==> src/rtl/vx_commit_arbiter.sv <==
// vx_commit_arbiter: merges NUM_REQS commit streams onto one writeback port.
// Round-robin grant, locked to one source for the length of a multi-beat
// packet (until eop), followed by a single registered output stage with
// ready/valid backpressure.
module vx_commit_arbiter #(
    parameter int NUM_REQS    = 4,
    parameter int NUM_THREADS = 4,
    parameter int NW_BITS     = 2,
    parameter int NR_BITS     = 5,
    parameter int UUID_BITS   = 44
) (
    input  logic                             clk,
    input  logic                             reset,
    input  logic [NUM_REQS-1:0]              req_valid,
    input  logic [NUM_REQS*UUID_BITS-1:0]    req_uuid,
    input  logic [NUM_REQS*NW_BITS-1:0]      req_wid,
    input  logic [NUM_REQS*NUM_THREADS-1:0]  req_tmask,
    input  logic [NUM_REQS*32-1:0]           req_PC,
    input  logic [NUM_REQS*NR_BITS-1:0]      req_rd,
    input  logic [NUM_REQS-1:0]              req_wb,
    input  logic [NUM_REQS*NUM_THREADS*32-1:0] req_data,
    input  logic [NUM_REQS-1:0]              req_eop,
    output logic [NUM_REQS-1:0]              req_ready,
    output logic                             wb_valid,
    output logic [UUID_BITS-1:0]             wb_uuid,
    output logic [NW_BITS-1:0]               wb_wid,
    output logic [NUM_THREADS-1:0]           wb_tmask,
    output logic [31:0]                      wb_PC,
    output logic [NR_BITS-1:0]               wb_rd,
    output logic                             wb_wb,
    output logic [NUM_THREADS*32-1:0]        wb_data,
    output logic                             wb_eop,
    input  logic                             wb_ready
);

    localparam int DATA_W = NUM_THREADS * 32;
    localparam int IDX_W  = (NUM_REQS > 1) ? $clog2(NUM_REQS) : 1;
    localparam logic [IDX_W-1:0] LAST_IDX = IDX_W'(NUM_REQS - 1);

    // Per-source views of the flattened request buses
    logic [UUID_BITS-1:0]   uuid_arr  [NUM_REQS];
    logic [NW_BITS-1:0]     wid_arr   [NUM_REQS];
    logic [NUM_THREADS-1:0] tmask_arr [NUM_REQS];
    logic [31:0]            pc_arr    [NUM_REQS];
    logic [NR_BITS-1:0]     rd_arr    [NUM_REQS];
    logic [DATA_W-1:0]      data_arr  [NUM_REQS];

    genvar gi;
    generate
        for (gi = 0; gi < NUM_REQS; gi++) begin : g_unpack
            assign uuid_arr[gi]  = req_uuid[gi*UUID_BITS +: UUID_BITS];
            assign wid_arr[gi]   = req_wid[gi*NW_BITS +: NW_BITS];
            assign tmask_arr[gi] = req_tmask[gi*NUM_THREADS +: NUM_THREADS];
            assign pc_arr[gi]    = req_PC[gi*32 +: 32];
            assign rd_arr[gi]    = req_rd[gi*NR_BITS +: NR_BITS];
            assign data_arr[gi]  = req_data[gi*DATA_W +: DATA_W];
        end
    endgenerate

    logic [IDX_W-1:0]    ptr_reg;
    logic                lock_reg;
    logic [IDX_W-1:0]    lock_idx_reg;
    logic [NUM_REQS-1:0] grant;
    logic [IDX_W-1:0]    grant_idx;
    logic                grant_any;
    logic                stall_out;
    logic                fire;
    int                  cand;

    // Pick the granted source: locked source only, else first valid from ptr
    always_comb begin
        grant     = '0;
        grant_idx = '0;
        grant_any = 1'b0;
        cand      = 0;
        if (lock_reg) begin
            grant_idx = lock_idx_reg;
            grant_any = req_valid[lock_idx_reg];
        end else begin
            for (int k = 0; k < NUM_REQS; k++) begin
                cand = (int'(ptr_reg) + k) % NUM_REQS;
                if (!grant_any && req_valid[cand]) begin
                    grant_any = 1'b1;
                    grant_idx = IDX_W'(cand);
                end
            end
        end
        if (grant_any) begin
            grant[grant_idx] = 1'b1;
        end
    end

    assign stall_out = wb_valid && !wb_ready;
    assign req_ready = stall_out ? '0 : grant;
    assign fire      = grant_any && !stall_out;

    // Arbitration state: rotate pointer after eop, lock across packet beats
    always_ff @(posedge clk) begin
        if (!reset) begin
            ptr_reg      <= '0;
            lock_reg     <= 1'b0;
            lock_idx_reg <= '0;
        end else if (fire) begin
            if (req_eop[grant_idx]) begin
                lock_reg <= 1'b0;
                ptr_reg  <= (grant_idx == LAST_IDX) ? '0 : grant_idx + 1'b1;
            end else begin
                lock_reg     <= 1'b1;
                lock_idx_reg <= grant_idx;
            end
        end
    end

    // Output stage: reloads whenever not stalled, holds the beat while stalled
    always_ff @(posedge clk) begin
        if (!reset) begin
            wb_valid <= 1'b0;
            wb_uuid  <= '0;
            wb_wid   <= '0;
            wb_tmask <= '0;
            wb_PC    <= '0;
            wb_rd    <= '0;
            wb_wb    <= 1'b0;
            wb_data  <= '0;
            wb_eop   <= 1'b0;
        end else if (!stall_out) begin
            wb_valid <= fire;
            if (fire) begin
                wb_uuid  <= uuid_arr[grant_idx];
                wb_wid   <= wid_arr[grant_idx];
                wb_tmask <= tmask_arr[grant_idx];
                wb_PC    <= pc_arr[grant_idx];
                wb_rd    <= rd_arr[grant_idx];
                wb_wb    <= req_wb[grant_idx];
                wb_data  <= data_arr[grant_idx];
                wb_eop   <= req_eop[grant_idx];
            end
        end
    end

endmodule

==> config.mk <==
export PLATFORM = sky130hd
export DESIGN_NAME = vx_commit_arbiter
export DESIGN_NICKNAME = d
export VERILOG_FILES = /design/src/rtl/vx_commit_arbiter.sv
export SDC_FILE = /design/constraint.sdc
export NUM_CORES = 1
export LEC_CHECK = 0
export BUFFER_PORTS_ARGS = -buffer_cell sky130_fd_sc_hd__buf_4
export CORE_AREA = 2 2 428 430
export DETAILED_ROUTE_END_ITERATION = 10
export DIE_AREA = 0 0 430 432
export PLACE_DENSITY = 0.32
export SLEW_MARGIN = 20
export SYNTH_ARGS = -nofsm -noshare
export SYNTH_HDL_FRONTEND = slang
export SYNTH_SLANG_ARGS = --single-unit
export TNS_END_PERCENT = 30
==> constraint.sdc <==
create_clock -name clk -period 2.2 [get_ports clk]
set_input_delay 0 -clock clk [delete_from_list [all_inputs] [get_ports clk]]
set_output_delay 0 -clock clk [all_outputs]
set_load 0.01 [all_outputs]
==> results.tsv <==
stage	metric	value	unit
sta	period utilization	1.044	
pwr	Comb power frac	0.653	
logic_synthesis	Netlist cell types	34	
place	hpwl dp	117500	µm
routing	drt wl/cell	22.97	µm
floorplan	core box area	0.1817	mm²
pwr	sequential share of power	0.186	
pwr	clock power share	0.161	
logic_synthesis	Synth area leader	dfxtp_1	
global_routing	initial antenna violation count	69	
place	Post-Place Cell Area	0.02555	mm²
critical_path	Buffers & Inverters on Critical Path	5	
routing	total wire length after detailed routing	149400	µm
sta	Hold Fails Final Rpt	0	
place	placed cell count	5479	
sta	Final Max Slew Viols	0	
pwr	Cell Pwr Density	1022	mW/mm²
sta	Fmax	435.4	MHz
logic_synthesis	synth top area cells	dfxtp_1 (35%), nand2_1 (26%), a21oi_1 (17%), a211o_1 (15%), clkbuf_1 (4.5%)	
place	Place WS	-0.2839	ns
sta	RSZ-0062 raised after global routing	true	
clocking	clock buffer depth	3	
hold_path	Hold Crit Depth	5	
critical_path	r2r setup slk	-0.1	ns
global_routing	first-pass GRT wire length	188700	µm
floorplan	Row Count	157	
cells_and_area	design area	0.03779	mm²
routing	Final ANT Viol Nets	0	
sta	Final WS setup	-0.09690	ns
logic_synthesis	Post-synth ARST share	0	
clocking	H-tree depth	2	
clocking	clk_lat worst skew	0.61	ns
job	Max Cap Viol	0	
cells_and_area	Biggest register	wb_data	
critical_path	slowest stage delay, CP	0.47	ns
critical_path	delay-heaviest family, CP	buffers and inverters	
cells_and_area	share of layout cells above drive strength 1	0.3918	
critical_path	critical path class	flip-flop to flip-flop	
clocking	CTS Sinks	223	
cells_and_area	final core utilization	0.2080	
hold_path	hold worst-path end	wb_uuid[22]	
routing	post-DR vias/cell	3.567	
place	gpl congestion	0.8938	
routing	drc violations	0	
critical_path	Crit path arrival time	2.83	ns
pwr	total power	38.63	mW
global_routing	gr ovfl total	0	
floorplan	Die Wd	430	µm
sta	final setup vio count	89	
global_routing	largest net degree at the start of global routing	66	
routing	DR pass1 iterations	5	
critical_path	CP most frequent cell	buf_6	
routing	Initial DRC Count	1088	
critical_path	Worst setup SP type	flip-flop	
floorplan	DIE AREA	0.1858	mm²
routing	vias	23201	
pwr	Pint	20.66	mW
logic_synthesis	Synth Area per Inst	6.521	µm²
logic_synthesis	Mapped Nets	2839	
critical_path	worst r2r src	lock_idx_reg[0]	
logic_synthesis	Yosys warnings	0	
critical_path	r2r worst-path depth	10	
cells_and_area	Synth-to-Final Area Change	195.2	%
critical_path	crit end category	flip-flop	
hold_path	Hold Startpoint	req_uuid[154]	
run_status	status	complete, but fails checks	
clocking	CTS tree	built	
floorplan	Chip Height	432	µm
critical_path	Crit path required time	2.73	ns
hold_path	hold crit path type	primary input to flip-flop	
critical_path	Reg-to-Reg End	wb_rd[4]	
logic_synthesis	sequential share of the synthesized area	0.3487	
critical_path	slowest CP cell	or3b_4	
logic_synthesis	commonest cells in the netlist	nand2_1 (873), a21oi_1 (435), dfxtp_1 (223)	
pwr	worst vdd ir	0.4611	mV
global_routing	vias in the first global route	23986	
logic_synthesis	Mapped Cells	1963	
floorplan	Starting Density	0.07045	
sta	Worst slew margin	0.7776	
logic_synthesis	synthesized area	0.01280	mm²
logic_synthesis	most frequent cell after synthesis	nand2_1	
cells_and_area	Largest regs	wb_data (128), wb_uuid (44), wb_PC (32)	
floorplan	IO Pins	1097	
cells_and_area	max reg flops	128	
logic_synthesis	area share of the largest cell type after synthesis	0.3487	
run_status	failing checks	negative setup slack	
global_routing	Tot GR Track Use	0.1453	
sta	hold_ws	0.02948	ns
cells_and_area	final cell count without fillers	6505	
sta	Final min period	2.297	ns
sta	post-route setup TNS	-1.980	ns
sta	Least-Margin Pin Slew	0.3295	ns
pwr	Leak	18.01	nW
clocking	CTS root buf	clkbuf_16	
place	IO Port Bufs	1096	
critical_path	peak fanout along the critical path	4	
clocking	Clock transition at path regs	0.06	ns
pwr	Net Sw Frac	0.4652	
cells_and_area	final net count	4937	
logic_synthesis	number of flops mapped to enable cells by yosys	0	
sta	worst clock skew	0.05625	ns
clocking	CTS Buf Count	38	
logic_synthesis	Most used DFF post-synth	dfxtp_1	
critical_path	Critical Path, Cell by Cell	mux4_2 -> inv_2 -> a222oi_1 -> or3b_4 -> buf_6 -> buf_12 -> clkbuf_16 -> buf_6 -> a21oi_4 -> a211o_1	
pwr	Net Switching	17.97	mW
logic_synthesis	#FFs+latches synth	223	
## how the worst max path moves through the flow
stage	start	to	slack, ns	depth (start not counted)
after floorplan	lock_idx_reg[0]	wb_data[110]	-0.03	8
after global placement	lock_idx_reg[0]	wb_uuid[39]	-0.29	9
after detailed placement	lock_idx_reg[0]	wb_uuid[39]	-0.28	9
after CTS	lock_idx_reg[0]	wb_uuid[39]	-0.1	9
after global routing	lock_idx_reg[0]	wb_rd[4]	-0.15	10
final	lock_idx_reg[0]	wb_rd[4]	-0.1	10
## cell type report
| cell class | instances | area, µm² |
|---|---|---|
| multi-input cells | 1566 | 8558 |
| fillers | 20346 | 143900 |
| inverters | 5 | 35.03 |
| clock inverters | 14 | 151.4 |
| clock buffers | 54 | 1071 |
| diodes | 31 | 77.57 |
| well taps | 2385 | 2984 |
| flip-flops and latches | 223 | 4469 |
| repair buffers | 2227 | 20440 |
## cells by family after synthesis
logic type,share of synthesized area
AOI/OAI and AO/OA,0.3278
adders and majority gates,0.0009773
buffers and inverters,0.05268
DFF,0.3487
muxes,0.004887
and+or+nand+nor,0.2649
## worst register-to-register path: cells and delay by family (launching register included)
family	cells	cell delay [ns]
AO/OA/AOI/OAI	3	0.58
buffers and inverters	5	0.59
flip-flops	1	0.32
multiplexers	1	0.33
AND/OR/NAND/NOR	1	0.47
## what timing repair did
| item | 4_1_cts | 5_1_grt |
|---|---|---|
| hold buffers | 863 | 6 |
| hold endpoints to repair | 223 | 4 |
| buffers inserted | 11 | 24 |
| gates cloned | 3 | 27 |
| endpoints found under the setup margin | 139 | 224 |
| resized for setup | 99 | 203 |
| pin swaps | 15 | 58 |
## cell usage in the layout, fill, tap and decap left out, types with 4 or more instances in the layout
| master | instances |
|---|---|
| clkinv_2 | 5 |
| a211o_1 | 216 |
| buf_4 | 1214 |
| buf_12 | 52 |
| diode_2 | 31 |
| buf_6 | 49 |
| clkbuf_8 | 6 |
| a21oi_4 | 21 |
| buf_16 | 11 |
| nand2_1 | 873 |
| clkbuf_1 | 10 |
| dlygate4sd3_1 | 869 |
| a21oi_1 | 273 |
| mux2i_1 | 4 |
| buf_8 | 8 |
| dfxtp_1 | 221 |
| clkbuf_16 | 60 |
| a21oi_2 | 141 |
## metal layers
| layer | up-vias | share of wire | wire length (µm) | track usage |
|---|---|---|---|---|
| li1 | 10971 | - | - | - |
| met4 | 24 | 0.045 | 6663 | 0.06482 |
| met2 | 899 | 0.47 | 70730 | 0.2415 |
| met3 | 230 | 0.083 | 12380 | 0.04979 |
| met1 | 11077 | 0.40 | 59500 | 0.1681 |
| met5 | - | 0.0010 | 155 | 0 |
## power by group through the flow
stage	clock, mW	sequential [mW]	combinational (mW)
6_report	6.21	7.18	25.2
5_1_grt	6.63	7.38	27.1
4_1_cts	6.52	7.18	23.9
3_5_place_dp	0	7.23	21.5
3_3_place_gp	0	7.21	21.6
2_1_floorplan	0	7.57	7.86
No activity file was read; power rests on OpenSTA's default activity.
